File: src/rtl/conf_int_mul_sched_pkg.sv
// Shared types and constants for the
// configurable-precision multiplier scheduler.
package conf_int_mul_sched_pkg;

  typedef enum logic [1:0] {
    ST_RUN    = 2'd0,
    ST_DRAIN  = 2'd1,
    ST_SWITCH = 2'd2
  } state_e;

  localparam int MUL_LAT = 2;

  function automatic int tag_w(input int n);
    return (n > 1) ? $clog2(n) : 1;
  endfunction

endpackage

File: src/rtl/conf_int_mul_sched_rr_arb.sv
// Round-robin arbiter: first valid requester
// at or after the pointer, as one-hot and index.
module rr_arb
  import conf_int_mul_sched_pkg::*;
#(
  parameter int N  = 4,
  parameter int IW = tag_w(N)
) (
  input  logic [N-1:0]  i_valid,
  input  logic [IW-1:0] i_ptr,
  output logic [N-1:0]  o_gnt,
  output logic [IW-1:0] o_idx,
  output logic          o_any
);

  logic [IW-1:0] w_c;

  // N is a power of two, so IW-bit addition wraps
  always_comb begin
    o_gnt = '0;
    o_idx = '0;
    o_any = 1'b0;
    w_c   = '0;
    for (int k = 0; k < N; k++) begin
      w_c = i_ptr + IW'(k);
      if (!o_any && i_valid[w_c]) begin
        o_any      = 1'b1;
        o_idx      = w_c;
        o_gnt[w_c] = 1'b1;
      end
    end
  end

endmodule

File: src/rtl/conf_int_mul_sched.sv
// Shares one two-stage multiplier among N_REQ requesters,
// draining the pipeline before any precision change.
module conf_int_mul_sched
  import conf_int_mul_sched_pkg::*;
#(
  parameter int N_REQ              = 4,
  parameter int OP_BITWIDTH        = 16,
  parameter int DATA_PATH_BITWIDTH = 16,
  localparam int IW = tag_w(N_REQ)
) (
  input  logic clk,
  input  logic racc,
  input  logic [N_REQ-1:0] req_valid,
  output logic [N_REQ-1:0] req_ready,
  input  logic [N_REQ*DATA_PATH_BITWIDTH-1:0] req_a,
  input  logic [N_REQ*DATA_PATH_BITWIDTH-1:0] req_b,
  input  logic [N_REQ-1:0] req_apx,
  output logic [DATA_PATH_BITWIDTH-1:0] mul_a,
  output logic [DATA_PATH_BITWIDTH-1:0] mul_b,
  output logic mul_racc,
  output logic mul_rapx,
  input  logic [DATA_PATH_BITWIDTH-1:0] mul_d,
  output logic rsp_valid,
  output logic [IW-1:0] rsp_id,
  output logic rsp_apx,
  output logic [DATA_PATH_BITWIDTH-1:0] rsp_data,
  output logic busy
);

  localparam int DW = DATA_PATH_BITWIDTH;

  if (OP_BITWIDTH < 1 ||
      OP_BITWIDTH > DATA_PATH_BITWIDTH)
  begin : g_bad_width
    $error("OP_BITWIDTH out of range");
  end

  state_e r_state;
  logic   r_mode;
  logic   r_tgt_apx;
  logic [IW-1:0] r_ptr;

  logic [MUL_LAT-1:0]         r_tv;
  logic [MUL_LAT-1:0]         r_ta;
  logic [MUL_LAT-1:0][IW-1:0] r_tid;

  logic [N_REQ-1:0] w_gnt;
  logic [IW-1:0]    w_idx;
  logic             w_any;
  logic             w_apx;
  logic             w_issue;

  rr_arb #(
    .N  (N_REQ),
    .IW (IW)
  ) u_arb (
    .i_valid (req_valid),
    .i_ptr   (r_ptr),
    .o_gnt   (w_gnt),
    .o_idx   (w_idx),
    .o_any   (w_any)
  );

  // r_mode = 1 is accurate, so a match means apx != mode
  assign w_apx   = req_apx[w_idx];
  assign w_issue = (r_state == ST_RUN) && w_any &&
                   (w_apx != r_mode);

  assign req_ready = {N_REQ{w_issue}} & w_gnt;

  always_comb begin
    mul_a = '0;
    mul_b = '0;
    for (int k = 0; k < N_REQ; k++) begin
      if (w_issue && w_gnt[k]) begin
        mul_a = req_a[k*DW +: DW];
        mul_b = req_b[k*DW +: DW];
      end
    end
  end

  assign mul_racc = racc;
  assign mul_rapx = racc & r_mode;

  assign rsp_valid = r_tv[MUL_LAT-1];
  assign rsp_apx   = rsp_valid & r_ta[MUL_LAT-1];
  assign rsp_id    = rsp_valid ? r_tid[MUL_LAT-1] : '0;
  assign rsp_data  = rsp_valid ? mul_d : '0;

  assign busy = (r_state != ST_RUN) | (|r_tv);

  always_ff @(posedge clk or negedge racc) begin
    if (!racc) begin
      r_state   <= ST_RUN;
      r_mode    <= 1'b1;
      r_tgt_apx <= 1'b0;
      r_ptr     <= '0;
      r_tv      <= '0;
      r_ta      <= '0;
      r_tid     <= '0;
    end else begin
      r_tv  <= {r_tv[MUL_LAT-2:0], w_issue};
      r_ta  <= {r_ta[MUL_LAT-2:0],
                w_issue & w_apx};
      r_tid <= {r_tid[MUL_LAT-2:0],
                w_issue ? w_idx : IW'(0)};
      unique case (r_state)
        ST_RUN: begin
          if (w_issue) begin
            r_ptr <= w_idx + IW'(1);
          end else if (w_any) begin
            // freeze on the winner so it issues first after the switch
            r_ptr     <= w_idx;
            r_tgt_apx <= w_apx;
            r_state   <= (|r_tv) ? ST_DRAIN
                                 : ST_SWITCH;
          end
        end
        ST_DRAIN: begin
          if (~|r_tv) r_state <= ST_SWITCH;
        end
        ST_SWITCH: begin
          r_mode  <= ~r_tgt_apx;
          r_state <= ST_RUN;
        end
        default: r_state <= ST_RUN;
      endcase
    end
  end

endmodule

File: config.mk
export PLATFORM = sky130hd
export DESIGN_NAME = conf_int_mul_sched
export DESIGN_NICKNAME = d
export VERILOG_FILES = /design/src/rtl/conf_int_mul_sched_pkg.sv /design/src/rtl/conf_int_mul_sched_rr_arb.sv /design/src/rtl/conf_int_mul_sched.sv
export SDC_FILE = /design/constraint.sdc
export NUM_CORES = 1
export LEC_CHECK = 0
export CAP_MARGIN = 20
export CORE_MARGIN = 8
export CORE_UTILIZATION = 34
export DETAILED_ROUTE_END_ITERATION = 8
export PLACE_DENSITY = 0.81
export SETUP_SLACK_MARGIN = 0.05
export SLEW_MARGIN = 10
export SYNTH_ARGS = -nofsm -noshare
export SYNTH_HDL_FRONTEND = slang
export SYNTH_HIERARCHICAL = 1
export SYNTH_SLANG_ARGS = --single-unit
File: constraint.sdc
create_clock -name clk -period 5.3 [get_ports clk]
set_input_delay 1.06 -clock clk [delete_from_list [all_inputs] [get_ports clk]]
set_output_delay 1.06 -clock clk [all_outputs]
set_load 0.05 [all_outputs]
==> run summary <==
Largest net degree at the start of global routing -> 38
Reg2reg setup slack -> 1.59 ns
Initial DRC count -> 114
Slew Limit Fails -> 0
Clock Tree Root -> clkbuf_8
Compound-cell area share of the yosys netlist -> 0.366
ANT cells -> 0
CP startpoint kind -> primary input
Largest area contributor in the netlist -> dfrtp_1
RSZ-0062 raised after global routing -> no
Worst setup startpoint -> req_valid[2]
Crit. End Element -> output pin
PortBufs -> 212
Area occupied by multi-input gates -> 0.00206 sq mm
First-pass GRT wire length -> 19000 microns
DIE HEIGHT -> 104 microns
Syn-to-layout area delta -> 95.1%
Synth Instances -> 345
Distinct cells, synth -> 40
FF+latch count, synth -> 14
Top FF cell, synth -> dfrtp_1
Yosys top cell area share -> 0.123
I/O pin cnt -> 213
Drt total wl -> 12000 microns
Pre-CTS setup slack -> 0.0204 ns
Max_slew headroom -> 0.556
Placed Area -> 0.00501 sq mm
Worst hold path depth -> 0
Final Cell Area -> 0.00515 sq mm
Nets -> 707
WL/cell -> 18.5 microns
Register area -> 352 sq um
Via count -> 3501
# H-tree levels -> 1
R2R depth -> 12
Multiplexer area fraction after synthesis -> 0.0621
DRC -> 0
Setup WS post-layout -> 0.406 ns
Dominant cells by area after synthesis -> dfrtp_1, a221o_1, nand3b_1, a211oi_2, a21oi_1
R2R Path Start -> r_ptr[1]
Post-synth EDFFs -> 0
Syn Area/Cell -> 7.66 sq um
Tot GR Track Use -> 0.208
Latest clock arrival within the worst-skew pair -> 0.24 ns
Clock Skews -> 0.000565 ns
Row count -> 32
Synth Area in Adders -> 0.0284
MaxCap Viol Count -> 0
Routed Antenna Nets -> 0
Min-Delay Path Class -> flip-flop to flip-flop
Vias in the first global route -> 3610
Slowest-stage cell, CP -> mux4_2
Initial antenna violation count -> 0
Core area -> 0.00765 sq mm
Proportion of layout cells with a drive suffix above 1 -> 0.211
Seq/Total Area, Yosys -> 0.133
Count of buffer and inverter cells on the critical path -> 4
FFs w/ async S/R, synth -> 1.00
Synth Area in Simple Gates -> 0.269
CP delay by family, top -> multiplexers
FF-to-FF End -> r_ptr[0]
Endpoints failing hold -> 0
Synth Area in XOR/XNOR -> 0.0128
Die ar. -> 0.0108 sq mm
Top-count cell post-synth -> nand2_1
Critical path peak fanout -> 24
Syn nets -> 505
Final HPWL DP -> 9510 microns
Fillers -> 641
TritonRoute pass-1 iters -> 4
Critical path depth -> 11
CP max stage delay -> 0.58 ns
Gp weighted congestion -> 0.823
Clock slew at reported path FFs -> 0.06 ns
YS warnings -> 6
Gr ovfl total -> 0
Vias per inst -> 5.40
Outcome -> finished clean
Arrival time at the worst endpoint -> 3.83 ns
CTS tree -> yes
Die width -> 104 microns
Clock sink count -> 14
Cts bufs inserted -> 3
Worst setup path class -> primary input to output pin
CP Data Required Time -> 4.24 ns
Slew @ Worst Pin -> 0.664 ns
Crit share post-route -> 0.923
Largest family of logic cells by synthesized area -> compound AO/OA/AOI/OAI gates
Synth top cells by count -> nand2_1, inv_1, a21oi_1, nand3b_1, a221o_1
CTS max path bufs -> 2
Syn Std Cell Area -> 0.00264 sq mm
F_max -> 0.204 GHz
Final setup vio count -> 0
Crit path cell chain -> dlymetal6s2s_1 -> mux4_2 -> buf_4 -> nor4_1 -> nor2_1 -> a32o_1 -> mux4_2 -> xnor2_4 -> buf_12 -> a211oi_1 -> buf_4
End point of the critical path -> mul_b[12]
Initial Util -> 0.345
Fin crit period -> 4.89 ns
==> sequential cells by signal (all words and copies together) (netlist names) <==
register / count
r_ptr: 2
r_tgt_apx: 1
r_mode: 1
r_tv: 2
r_tid: 4
r_state: 2
r_ta: 2
==> cell families (layout without fill, tap and decap cells) <==
kind of cell,after synthesis,in the layout
AO/OA/AOI/OAI,122,122
AND/OR/NAND/NOR,114,114
adder cells (fa/ha/maj),6,6
multiplexers,9,9
flip-flops,14,14
XOR/XNOR,3,3
buffers and inverters,77,278
==> worst min path at each step <==
stage                  start        to
global placement     r_ta[0]   r_ta[1]
floorplan            r_ta[0]   r_ta[1]
global route        r_tid[1]  r_tid[3]
CTS                 r_tid[1]  r_tid[3]
finish              r_tid[1]  r_tid[3]
detailed placement  r_tid[1]  r_tid[3]
==> final cells by class <==
class / count / area share
repair buffers: 238 / 0.471
multi-input cells: 254 / 0.400
flip-flops and latches: 14 / 0.0682
inverters: 36 / 0.0262
well taps: 102 / 0.0248
clock buffers: 4 / 0.0107
==> timing repair <==
| item | CTS | global route |
|---|---|---|
| pin swaps | 1 | 1 |
| gates resized for setup | 2 | 9 |
| buffers inserted | 4 | 4 |
| hold endpoints to repair | 0 | 0 |
| hold buffers | 0 | 0 |
| setup endpoints to repair | 5 | 36 |
==> per-layer routing <==
metal | GRT usage | share of wire
met3 | 0.0558 | 0.082
met1 | 0.239 | 0.40
met2 | 0.373 | 0.50
met4 | 0.0455 | 0.015
met5 | 0 | 0
==> per-stage QoR <==
step | hold slack (ns) | setup TNS [ns] | utilization | std cells
6_report | 0.351 | 0 | 0.674 | 648
5_1_grt | 0.354 | 0 | 0.674 | 648
4_1_cts | 0.352 | 0 | 0.667 | 644
3_5_place_dp | 0.336 | 0 | 0.655 | 636
3_3_place_gp | 0.335 | 0 | 0.655 | 636
2_1_floorplan | 0.331 | -1.70 | - | 345
==> placed cells by master (no fill, tap or decap), types with 5 or more instances in the layout <==
cell and instances:
nor3b_2 5, a221o_1 32, nand2_1 38, a22oi_1 8, buf_12 15, nand3b_1 34, a211oi_1 6, ha_1 6
buf_4 47, and2_1 20, dfrtp_1 13, clkdlybuf4s50_1 172, inv_1 36, a211oi_2 26, a21oi_1 34
Power is left out: the tool's default activity adds up to more than one toggle a clock period on the data nets, which glitch-free logic cannot reach.
==> variant, RTL diff (same settings) <==
`MUL_LAT`: 2 -> 4.
--- a/src/rtl/conf_int_mul_sched_pkg.sv
+++ b/src/rtl/conf_int_mul_sched_pkg.sv
@@ -8,7 +8,7 @@
     ST_SWITCH = 2'd2
   } state_e;
 
-  localparam int MUL_LAT = 2;
+  localparam int MUL_LAT = 4;
 
   function automatic int tag_w(input int n);
     return (n > 1) ? $clog2(n) : 1;
Behaviour: not the same (Yosys sat finds a counterexample within 4 cycles, from zero or initial values).
==> variant against the original RTL <==
Design area rose by 10%. Sequential cell count rose by 8. Synthesized area rose by 8.7%. Via count rose by 5.8%. Non-clock buffer count rose by 6. Fmax rose by 0.71%. Die area rose by 7.3%. Count of clock-buffer cells in the layout fell by 1. Routed wire length rose by 5.3%. Critical path depth rose by 1. Setup slack improved by 34 ps.
==> variant: results (changes against the original RTL) <==
[metrics] total number of multi-input combinational cells: 257 (+1.2%)
[metrics] GPL Wtd Cong: 0.8641 (+5.0%)
[metrics] Fin Clk Skew: 1.453 ps (+0.8876 ps)
[metrics] buffer count excluding the clock tree in the final layout: 244 (+2.5%)
[metrics] via count of the first global-routing pass: 3,809 (+5.5%)
[metrics] r2r setup slk: 1530 ps (-60 ps)
[metrics] Hold Path Origin: r_tid[0]
[metrics] count of distinct cell types in the synthesized netlist: 45 (+13%)
[metrics] proportion of cell area occupied by registers: 9.716% (+2.9 points)
[metrics] CP peak stage delay: 510 ps (-70 ps)
[metrics] detailed-route wire length per cell: 18.82 µm (+2.0%)
[metrics] Worst Tran Pin Value: 594.3 ps (-69.37 ps)
[metrics] syn_nets: 516 (+2.2%)
[metrics] endpoint arrival time on the critical path: 3800 ps (-30 ps)
[metrics] pin count of the biggest net entering global routing: 44 (+16%)
[metrics] placement-stage worst setup slack: -48.34 ps (-68.73 ps)
[metrics] worst setup path endpoint: mul_b[14]
[metrics] die area: 11,640 µm² (+7.3%)
[metrics] fraction of layout cells with a size suffix above 1: 22.87% (+1.8 points)
[metrics] met1 Usage GRT: 20.43% (-3.5 points)
[metrics] first-pass GRT wire length: 19.20 mm (+0.83%)
[metrics] final hold slack: 351.2 ps (+0.7100 ps)
[metrics] sequential cell count of the final layout: 22 (+8)
[metrics] clock buffers: 3 (-1)
[metrics] Non-clock buffering overhead: 47.23% (+0.18 points)
[metrics] invs w/o clock: 37 (+2.8%)
[metrics] biggest area contributors in the synthesized netlist: sky130_fd_sc_hd__dfrtp_1 18%, sky130_fd_sc_hd__a221o_1 11%, sky130_fd_sc_hd__nand3b_1 8.4%, sky130_fd_sc_hd__a211oi_2 6.1%, sky130_fd_sc_hd__a21oi_1 5.9%
[metrics] number of cell instances on the worst register-to-register path: 13 (+1)
[metrics] footprint of the flip-flops and latches: 551.8 µm² (+57%)
[metrics] routing usage on met3: 6.826% (+1.3 points)
[metrics] DR pass1 iterations: 5 (+1)
[metrics] part of the Yosys area used for sequential elements: 19.22% (+5.9 points)
[metrics] status: completed
[metrics] global-route track usage on met2: 36.18% (-1.1 points)
[metrics] total placed cells including tap cells: 658 (+3.5%)
[metrics] CP max FO: 18 (-25%)
[metrics] endpoint with the worst hold slack: r_tid[2]
[metrics] fill count: 603 (-5.9%)
[metrics] async set-or-reset flop fraction in the synthesized netlist: 100.0% (unchanged)
[metrics] mean instance size in the synthesized netlist: 8.063 µm² (+5.3%)
[metrics] list of most frequent post-synthesis cells: 37 x sky130_fd_sc_hd__inv_1, 36 x sky130_fd_sc_hd__nand2_1, 34 x sky130_fd_sc_hd__a21oi_1
[metrics] share of cell area taken by multi-input logic gates: 37.03% (-2.9 points)
[metrics] Final #Nets: 725 (+2.5%)
[metrics] final std cells w/o fill: 669 (+3.2%)
-- variant: changes by cell type in the layout (fill, tap and decap cells not counted), moves of 3 or more --
cell | unedited run | this run
sky130_fd_sc_hd__buf_4 | 47 | 36
sky130_fd_sc_hd__dfrtp_1 | 13 | 21
sky130_fd_sc_hd__nand3_1 | 0 | 4
sky130_fd_sc_hd__buf_12 | 15 | 32
sky130_fd_sc_hd__or4_1 | 0 | 3
-- variant: routing by layer --
layer,vias to the layer above,part of all wire [%]
met3,30,11
met1,1733,36
met4,0,3.6
met5,-,0
li1,1730,-
met2,212,50
-- variant: cells by family after synthesis --
kind of cell             synth area share [%]
AO/OA/AOI/OAI                           32.82
AND/OR/NAND/NOR                         26.24
buffers and inverters                   12.21
flip-flops                              19.22
multiplexers                            5.710
adder cells (fa/ha/maj)                 2.615
XOR/XNOR                                1.177
-- variant: timing repair --
item,in CTS,in global routing
cloned,0,1
setup buffers,0,6
endpoints found under the setup margin,19,34
gates resized for setup,7,7
